===== src/rtl/hps_ioctl_bridge.sv =====
// Host boot-data to ioctl download bridge: unpacks 32-bit host words (MSB first)
// into 8- or 16-bit ioctl write units with byte addressing, stall and write pacing.
module hps_ioctl_bridge #(
    parameter int WIDE   = 0,
    parameter int WR_GAP = 0,
    parameter int SIZE_W = 16
) (
    input  logic                           clk_sys,
    input  logic                           reset_n,
    input  logic [31:0]                    host_bootdata,
    input  logic                           host_bootdata_req,
    output logic                           host_bootdata_ack,
    input  logic                           host_bootdata_download,
    input  logic [SIZE_W-1:0]              host_bootdata_size,
    input  logic [2:0]                     host_file_type,
    output logic                           ioctl_download,
    output logic [15:0]                    ioctl_index,
    output logic                           ioctl_wr,
    output logic [26:0]                    ioctl_addr,
    output logic [((WIDE != 0) ? 15 : 7):0] ioctl_dout,
    input  logic                           ioctl_wait
);

    localparam int              DW        = (WIDE != 0) ? 16 : 8;
    localparam logic [1:0]      LAST_LANE = (WIDE != 0) ? 2'd1 : 2'd3;
    localparam logic [SIZE_W:0] CNT_STEP  = (WIDE != 0) ? (SIZE_W+1)'(2) : (SIZE_W+1)'(1);
    localparam logic [26:0]     ADDR_STEP = (WIDE != 0) ? 27'd2 : 27'd1;
    localparam logic [3:0]      GAP_LOAD  = (WR_GAP > 0) ? 4'(WR_GAP - 1) : 4'd0;

    typedef enum logic [2:0] {
        S_IDLE,
        S_WAIT_REQ,
        S_EMIT,
        S_GAP,
        S_DONE
    } state_t;

    state_t            state_q, state_d;
    logic              dl_prev_q, dl_prev_d;
    logic              armed_q, armed_d;
    logic              ack_q, ack_d;
    logic              download_q, download_d;
    logic [26:0]       addr_q, addr_d;
    logic [DW-1:0]     dout_q, dout_d;
    logic [15:0]       index_q, index_d;
    logic [SIZE_W-1:0] size_q, size_d;
    logic [SIZE_W-1:0] count_q, count_d;
    logic [31:0]       word_q, word_d;
    logic [1:0]        lane_q, lane_d;
    logic [3:0]        gap_q, gap_d;
    logic              gap_to_wait_q, gap_to_wait_d;

    logic              wr_now;
    logic              rise;
    logic              word_done;
    logic [SIZE_W-1:0] remaining;
    logic [SIZE_W:0]   cnt_sum;
    logic [SIZE_W-1:0] cnt_sat;

    // pad_low zeroes the low byte of a 16-bit unit that carries the last odd byte.
    function automatic logic [DW-1:0] unit_of(input logic [31:0] word,
                                              input logic [1:0]  lane,
                                              input logic        pad_low);
        logic [15:0] u;
        if (WIDE != 0) begin
            u = lane[0] ? word[15:0] : word[31:16];
            if (pad_low) u[7:0] = 8'h00;
        end else begin
            case (lane)
                2'd0:    u = {8'h00, word[31:24]};
                2'd1:    u = {8'h00, word[23:16]};
                2'd2:    u = {8'h00, word[15:8]};
                default: u = {8'h00, word[7:0]};
            endcase
        end
        return u[DW-1:0];
    endfunction

    // A level already high when reset releases must not look like a new session,
    // so edges only count once download has been seen low after reset.
    assign rise      = armed_q && !dl_prev_q && host_bootdata_download;
    assign remaining = size_q - count_q;
    assign cnt_sum   = {1'b0, count_q} + CNT_STEP;
    assign cnt_sat   = (cnt_sum > {1'b0, size_q}) ? size_q : cnt_sum[SIZE_W-1:0];
    assign word_done = (lane_q == LAST_LANE) || (cnt_sat >= size_q);

    // NOTE: every _d gets its hold value first so no path through the case infers a latch.
    always_comb begin
        state_d       = state_q;
        dl_prev_d     = host_bootdata_download;
        armed_d       = armed_q | ~host_bootdata_download;
        ack_d         = 1'b0;
        download_d    = download_q;
        addr_d        = addr_q;
        dout_d        = dout_q;
        index_d       = index_q;
        size_d        = size_q;
        count_d       = count_q;
        word_d        = word_q;
        lane_d        = lane_q;
        gap_d         = gap_q;
        gap_to_wait_d = gap_to_wait_q;
        wr_now        = 1'b0;

        case (state_q)
            S_IDLE: begin
                if (rise) begin
                    download_d = 1'b1;
                    addr_d     = '0;
                    count_d    = '0;
                    size_d     = host_bootdata_size;
                    index_d    = {13'd0, host_file_type};
                    state_d    = S_WAIT_REQ;
                end
            end

            S_WAIT_REQ: begin
                if (!host_bootdata_download) begin
                    state_d = S_DONE;
                end else if (host_bootdata_req && !ack_q) begin
                    // The ack register blocks a second accept of the same held word.
                    ack_d = 1'b1;
                    if (count_q < size_q) begin
                        word_d  = host_bootdata;
                        lane_d  = 2'd0;
                        dout_d  = unit_of(host_bootdata, 2'd0, remaining == SIZE_W'(1));
                        state_d = S_EMIT;
                    end
                end
            end

            S_EMIT: begin
                if (!ioctl_wait) begin
                    wr_now  = 1'b1;
                    addr_d  = addr_q + ADDR_STEP;
                    count_d = cnt_sat;
                    lane_d  = lane_q + 2'd1;
                    if (!word_done) begin
                        dout_d = unit_of(word_q, lane_q + 2'd1, (size_q - cnt_sat) == SIZE_W'(1));
                    end
                    if (WR_GAP > 0) begin
                        gap_d         = GAP_LOAD;
                        gap_to_wait_d = word_done;
                        state_d       = S_GAP;
                    end else begin
                        state_d = word_done ? S_WAIT_REQ : S_EMIT;
                    end
                end
            end

            S_GAP: begin
                if (gap_q == 4'd0) begin
                    state_d = gap_to_wait_q ? S_WAIT_REQ : S_EMIT;
                end else begin
                    gap_d = gap_q - 4'd1;
                end
            end

            S_DONE: begin
                download_d = 1'b0;
                state_d    = S_IDLE;
            end

            default: state_d = S_IDLE;
        endcase
    end

    // NOTE: state registers use non-blocking assignments so every flop samples pre-edge values.
    always_ff @(posedge clk_sys or negedge reset_n) begin
        if (!reset_n) begin
            state_q       <= S_IDLE;
            dl_prev_q     <= 1'b0;
            armed_q       <= 1'b0;
            ack_q         <= 1'b0;
            download_q    <= 1'b0;
            addr_q        <= '0;
            dout_q        <= '0;
            index_q       <= '0;
            size_q        <= '0;
            count_q       <= '0;
            word_q        <= '0;
            lane_q        <= '0;
            gap_q         <= '0;
            gap_to_wait_q <= 1'b0;
        end else begin
            state_q       <= state_d;
            dl_prev_q     <= dl_prev_d;
            armed_q       <= armed_d;
            ack_q         <= ack_d;
            download_q    <= download_d;
            addr_q        <= addr_d;
            dout_q        <= dout_d;
            index_q       <= index_d;
            size_q        <= size_d;
            count_q       <= count_d;
            word_q        <= word_d;
            lane_q        <= lane_d;
            gap_q         <= gap_d;
            gap_to_wait_q <= gap_to_wait_d;
        end
    end

    // The strobe follows ioctl_wait within the same cycle; data and address are registered.
    assign ioctl_wr          = wr_now;
    assign host_bootdata_ack = ack_q;
    assign ioctl_download    = download_q;
    assign ioctl_index       = index_q;
    assign ioctl_addr        = addr_q;
    assign ioctl_dout        = dout_q;

endmodule


===== config.mk =====
export PLATFORM = sky130hd
export DESIGN_NAME = hps_ioctl_bridge
export DESIGN_NICKNAME = d
export VERILOG_FILES = /design/src/rtl/hps_ioctl_bridge.sv
export SDC_FILE = /design/constraint.sdc
export NUM_CORES = 1
export LEC_CHECK = 0
export CORE_ASPECT_RATIO = 0.5
export CORE_MARGIN = 2
export CORE_UTILIZATION = 50
export CTS_CLUSTER_DIAMETER = 60
export DETAILED_ROUTE_END_ITERATION = 16
export GPL_ROUTABILITY_DRIVEN = 0
export PLACE_DENSITY = 0.75
export SLEW_MARGIN = 20
export SYNTH_ARGS = -nofsm -noshare
export SYNTH_HDL_FRONTEND = slang
export SYNTH_SLANG_ARGS = --single-unit

===== constraint.sdc =====
create_clock -name clk_sys -period 5.7 [get_ports clk_sys]
set_input_delay 1.14 -clock clk_sys [delete_from_list [all_inputs] [get_ports clk_sys]]
set_output_delay 1.14 -clock clk_sys [all_outputs]
set_load 0.005 [all_outputs]

==> results of run 1 <==
-- cell type report --
| class | instances | area [um^2] | area share [%] |
|---|---|---|---|
| multi-input combinational | 538 | 3750 | 43.7 |
| sequential | 115 | 2880 | 33.6 |
| timing repair buffer | 101 | 1000 | 11.7 |
| clock buffer | 18 | 439 | 5.12 |
| tap | 176 | 220 | 2.57 |
| clock inverter | 14 | 166 | 1.94 |
| inverter | 34 | 128 | 1.49 |
-- state kept, by name, summed over array words and instances (netlist names), 2 cells and up --
| register | count |
|---|---|
| state_q | 3 |
| word_q | 32 |
| ioctl_addr | 27 |
| ioctl_index | 3 |
| ioctl_dout | 8 |
| count_q | 16 |
| size_q | 16 |
| gap_q | 4 |
| lane_q | 2 |
-- worst paths after layout --
check                            endpoint  depth (start not counted)        from  slack [ns]
max reg2reg                 ioctl_dout[5]                         19  count_q[1]        0.19
max in group asynchronous  ioctl_addr[19]                          2     reset_n        3.97
min                               armed_q                          1     armed_q        0.46
max                         ioctl_dout[5]                         19  count_q[1]        0.19
min in group asynchronous       size_q[4]                          1     reset_n        0.77
min reg2reg                       armed_q                          1     armed_q        0.46
-- cells in the final DEF (no fill, tap or decap), types with 3 or more instances in the layout --
cell,instances
a21o_1,4
a21oi_1,50
a222oi_1,8
a31oi_1,3
and3_1,7
buf_4,5
clkbuf_16,17
clkdlybuf4s50_1,95
clkinvlp_4,3
conb_1,13
dfrtp_1,114
ha_1,56
inv_1,33
inv_6,6
mux2_2,32
mux2_4,8
mux2i_1,4
nand2_1,87
nand2b_1,3
nand3_1,19
nand4_1,14
nor2_1,53
nor2b_1,4
nor3_1,22
nor3_2,8
nor4_2,3
o211ai_1,5
o21ai_0,41
o311ai_0,4
o31ai_1,13
or3_1,8
xnor2_1,20
xor2_1,12
-- kinds of logic after synthesis --
family | after synthesis | share of synthesized area (%)
XOR/XNOR | 32 | 4.07
adder cells (fa/ha/maj) | 56 | 10.2
multiplexers | 44 | 7.56
other | 1 | 0.0545
AO/OA/AOI/OAI | 145 | 13.3
buffers and inverters | 78 | 5.24
AND/OR/NAND/NOR | 248 | 17.8
flip-flops | 115 | 41.8
-- routing by layer --
metal / track usage, % / wire length [um]
met2: 39.7 / 8290
met1: 31.9 / 7840
met5: 0 / 0
met3: 5.45 / 1230
met4: 6.53 / 282
-- metrics by stage --
stage / power [mW] / setup TNS (ns) / cell area [um^2] / utilization [%]
floorplan: 2.22 / 0 / 6930 / -
global placement: 2.65 / 0 / 7900 / 58.4
detailed placement: 2.70 / 0 / 7900 / 58.4
CTS: 3.82 / 0 / 8500 / 62.9
global route: 4.08 / -0.0793 / 8580 / 63.5
finish: 3.85 / 0 / 8580 / 63.5
-- what timing repair did --
item	in CTS	in global routing
setup endpoints to repair	8	10
pin swaps	0	1
buffers inserted	0	2
resized for setup	1	11
-- worst max-delay path: cells and delay by family, from the launching register on --
family | cells | cell delay, ns
compound gates | 6 | 1.52
xor+xnor | 1 | 0.23
fa+ha+maj | 3 | 0.82
flops | 1 | 0.42
mux | 1 | 0.35
simple gates | 8 | 2.05
-- where the power goes --
part           switching, mW  internal (mW)  leakage (nW)
sequential             0.204           1.08          1.48
combinational          0.796          0.676          2.09
clock                  0.430          0.669         0.289
==> impl_metrics.yaml, run 1 <==
floorplan:
  fp-row-count: 30
  die_h_um: 87.0
  initial_utilization_pct: 50.9
  design.portCount: 110
  die_w_um: 170
  core_area_um2: 13500
  die_area_um2: 14800
clocking:
  postCtsHoldBufs: 0
  insertion_delay_ns: 0.42
  clockBufferDepth: 2
  root_buffer: "clkbuf_16"
  htree_levels: 4
  clkTransAtPathRegs_ns: 0.06
  cts_buffers: 17
  cts_tree: "yes"
  cts.sinks: 115
status:
  outcome: "finished clean"
detailed_routing:
  avgRoutedWirePerCell_um: 17.7
  route.detailed.drc: 0
  detail-route-antenna-nets: 0
  drtIter0Drc: 564
  drt_pass1_iterations: 7
  vias_per_cell: 5.88
  drt_wl_total_mm: 17.6
  vias: 5858
global_route:
  antenna_found_initial: 0
  grt_pass1_vias: 5600
  grt.total_usage_pct: 23.9
  gr-total-overflow: 0
  grt_pass1_wl_mm: 27.7
  grt_start_max_net_pins: 84
cells_and_area:
  n_fill_cell: 1116
  stdcell_count: 996
  diodes: 0
  nNetsFinal: 919
  syn2layout_area_growth_pct: 24.6
  layout-drive-gt1-share_pct: 12.7
sta:
  max_slew.worst_pin.slew_ns: 0.986
  setup_ws_ns: 0.191
  fmax_mhz: 182
  post-route-period-util_pct: 96.6
  drv_slew: 0
  period_needed_ns: 5.51
  hold_viol_final: 0
  hold_ws_ns: 0.460
  setup_viol: 0
  finalClockSkew_ns: 0.0117
  relSlewSlack_pct: 34.3
critical_path:
  crit_top_cell: "ha_1"
  worstSetupEndpointType: "register"
  required_ns: 6.00
  crit_path_start_kind: "register"
  cp_slowest_cell: "dfrtp_1"
  critPathArrivalTime_ns: 5.81
  cp_max_fo: 17
  slowest_delay_ns: 0.42
  worstPathCellList: "ha_1, nand3_1, or2_2, nor3_1, xor2_1, ha_1, a21oi_1, o211ai_1, and3_1, o31a_4, nor3_2, nor2_1, ha_1, and4_1, or3b_1, o32a_1, o211ai_1, o21bai_4, mux2_4"
  path_class: "reg2reg"
yosys:
  yosys.area.top_type_share_pct: 41.8
  synth_flop_cell: "dfrtp_1"
  synth-seq-cells: 115
  synth_cells: 719
  synth.avg_cell_area_um2: 9.57
  synth_cell_types: 62
  synth.cell_area_um2: 6880
  synth_edf_count: 0
  synth_area_leader_cell: "dfrtp_1"
  synth.most_common_cell: "dfrtp_1"
  synth_area_leaders: "dfrtp_1 42%, ha_1 10%, mux2_2 5.2%"
  ys_top_cells_by_count: "115 x dfrtp_1, 87 x nand2_1, 56 x ha_1"
  ys_async_sr_fraction_pct: 100
  seq_area_frac_synth_pct: 41.8
  yosys_warnings: 0
placement:
  preCtsSetupSlack_ns: 0.0106
  dp_cells: 962
  portBuffers: 96
  dp.final_hpwl_mm: 12.0
power_and_ir_drop:
  p_leak_nw: 3.85
  vdd_ir_drop_max_mv: 0.270
  power_density_nw_per_um2: 449
job:
  cap_violations: 0
min_path:
  hold_class: "reg2reg"
Note: power is estimated with default switching activity, not from simulation.
==> run 2: changes to the inputs <==
--- a/config.mk
+++ b/config.mk
@@ -11,7 +11,9 @@
 export CTS_CLUSTER_DIAMETER = 60
 export DETAILED_ROUTE_END_ITERATION = 16
 export GPL_ROUTABILITY_DRIVEN = 0
+export HOLD_SLACK_MARGIN = 0.15
 export PLACE_DENSITY = 0.75
+export SETUP_SLACK_MARGIN = 0.02
 export SLEW_MARGIN = 20
 export SYNTH_ARGS = -nofsm -noshare
 export SYNTH_HDL_FRONTEND = slang
==> results of run 2 <==
No change in the layout: final DEF, timing and power equal those of run 1.
==> run 3: changes to the inputs <==
==> config.mk (replaced) <==
export PLATFORM = sky130hd
export DESIGN_NAME = hps_ioctl_bridge
export DESIGN_NICKNAME = d
export VERILOG_FILES = /design/src/rtl/hps_ioctl_bridge.sv
export SDC_FILE = /design/constraint.sdc
export NUM_CORES = 1
export LEC_CHECK = 0
export CELL_PAD_IN_SITES_DETAIL_PLACEMENT = 1
export CELL_PAD_IN_SITES_GLOBAL_PLACEMENT = 1
export CORE_ASPECT_RATIO = 0.5
export CORE_MARGIN = 2
export CORE_UTILIZATION = 42
export CTS_CLUSTER_DIAMETER = 60
export DETAILED_ROUTE_END_ITERATION = 16
export GPL_ROUTABILITY_DRIVEN = 0
export HOLD_SLACK_MARGIN = 0.15
export PLACE_DENSITY_LB_ADDON = 0.1
export SETUP_SLACK_MARGIN = 0.02
export SLEW_MARGIN = 25
export SYNTH_ARGS = -nofsm -noshare
export SYNTH_HDL_FRONTEND = slang
export SYNTH_SLANG_ARGS = --single-unit
==> run 3 against run 2 <==
  * Total power up 1.3%
  * Worst hold slack worse by 0.00097 ns
  * Fmax up 1.9%
  * Clock skew down 0.0025 ns
  * Wire length up 10%
  * Cell count up 5.6%
  * Clock-buffer cell count unchanged
  * Critical path type unchanged
==> impl_metrics.yaml, run 3 (synthesis gave the netlist of run 1 again) <==
sta:
  hold_viol_final: 0
  rsz0062_at_grt: "no"
  max_slew.worst_pin.slew_ns: 0.886
  tns_ns: 0
  period_needed_ns: 5.40
  setup_viol: 0
  relSlewSlack_pct: 40.8
  finalClockSkew_ns: 0.00919
  fmax_mhz: 185
  drv_slew: 0
  post-route-period-util_pct: 94.8
min_path:
  hold_class: "reg2reg"
critical_path:
  crit_path_start_kind: "register"
  critPathTopFamily: "simple AND/OR/NAND/NOR gates"
  path_class: "reg2reg"
  required_ns: 6.00
  cp_max_fo: 14
  path_buf_inv: 1
  worstPathCellList: "ha_1, nand3_1, or2_2, nor3_2, xor2_1, ha_1, a21oi_1, o211ai_1, and3_1, o31a_4, nor3_1, nor2_1, ha_1, and4_1, or3b_1, o32a_1, o211ai_1, o21bai_4, buf_12, mux2_4"
  worstSetupEndpointType: "register"
  critPathArrivalTime_ns: 5.70
  slowest_delay_ns: 0.43
  cp_slowest_cell: "dfrtp_2"
  crit_top_cell: "ha_1"
detailed_routing:
  route.detailed.drc: 0
  vias_per_cell: 5.46
  drt_pass1_iterations: 4
  avgRoutedWirePerCell_um: 18.5
  top_layer: "met4"
  drt_wl_total_mm: 19.5
  vias: 5748
  detail-route-antenna-nets: 0
  wl_met3_um: 749
  wl_met1_mm: 9.33
  drtIter0Drc: 232
  wl_met2_mm: 9.17
floorplan:
  initial_utilization_pct: 42.5
  die_w_um: 185
  die_area_um2: 17500
  core_area_um2: 16200
  fp-row-count: 33
  die_h_um: 94.5
  design.portCount: 110
power_and_ir_drop:
  p_leak_nw: 3.87
  vdd_ir_drop_max_mv: 0.260
  power_density_nw_per_um2: 450
status:
  outcome: "finished clean"
global_route:
  grt_start_max_net_pins: 59
  gr-total-overflow: 0
  grt_pass1_wl_mm: 31.5
  grt_pass1_vias: 6086
  grt.total_usage_pct: 23.4
  antenna_found_initial: 0
clocking:
  htree_levels: 4
  insertion_delay_ns: 0.42
  cts.sinks: 115
  cts_buffers: 17
  clkTransAtPathRegs_ns: 0.06
  clockBufferDepth: 2
  cts_tree: "yes"
  root_buffer: "clkbuf_16"
  postCtsHoldBufs: 0
cells_and_area:
  layout-drive-gt1-share_pct: 13.0
  top_register: "word_q"
  nNetsFinal: 924
  layout_common_cells: "113 x dfrtp_1, 95 x clkdlybuf4s50_1, 87 x nand2_1, 56 x ha_1, 54 x nor2_1"
  diodes: 0
  largest_reg_flops: 32
  layout_commonest_cell: "dfrtp_1"
  stdcell_count: 1052
  syn2layout_area_growth_pct: 26.1
placement:
  portBuffers: 96
  dp.final_hpwl_mm: 13.4
  dp_cells: 1019
job:
  cap_violations: 0
run 3: cell types whose count changed in the layout (fill, tap and decap cells not counted), moves of 2 or more:
cell	change
inv_6	-3
inv_8	-2
clkinv_4	+2
buf_4	+5
run 3: timing repair:
item,4_1_cts,5_1_grt
setup buffers,0,1
endpoints found under the setup margin,0,10
resized for setup,0,10
run 3: stage by stage:
| stage | power, mW | setup slack (ns) | instance area, um^2 | utilization [%] | hold WS (ns) |
|---|---|---|---|---|---|
| 6_report | 3.90 | 0.296 | 8680 | 53.6 | 0.459 |
| 5_1_grt | 4.18 | 0.0262 | 8680 | 53.6 | 0.473 |
| 4_1_cts | 3.91 | 0.0417 | 8610 | 53.2 | 0.464 |
| 3_5_place_dp | 2.74 | 0.147 | 8010 | 49.5 | 0.446 |
| 3_3_place_gp | 2.69 | 0.359 | 8010 | 49.5 | 0.445 |
| 2_1_floorplan | 2.22 | 0.639 | 6930 | - | 0.426 |
run 3: final timing paths:
check / startpoint / to / slack, ns / cells after the start
setup / recovery: count_q[0] / ioctl_dout[1] / 0.30 / 20
hold / removal: armed_q / armed_q / 0.46 / 1
setup reg to reg: count_q[0] / ioctl_dout[1] / 0.30 / 20
max in group asynchronous: reset_n / word_q[17] / 3.63 / 2
min in group asynchronous: reset_n / size_q[4] / 0.78 / 1
hold reg to reg: armed_q / armed_q / 0.46 / 1
run 3: final cells by class:
class                      instances  area [um^2]
sequential                       115         2880
tap                              227          284
multi-input combinational        538         3730
inverter                          34          128
clock buffer                      18          429
fill                            1826         7510
clock inverter                    14          178
timing repair buffer             106         1050
run 3: report_power, final:
group          switching, mW  leakage (nW)  internal (mW)
clock                  0.425         0.284          0.692
combinational          0.825          2.11          0.687
sequential             0.197          1.48           1.08
run 3: per-layer routing:
metal	vias to the layer above	track usage, %
met4	0	6.88
met1	2886	30.5
met5	-	0
li1	2726	-
met2	117	39.8
met3	19	4.55
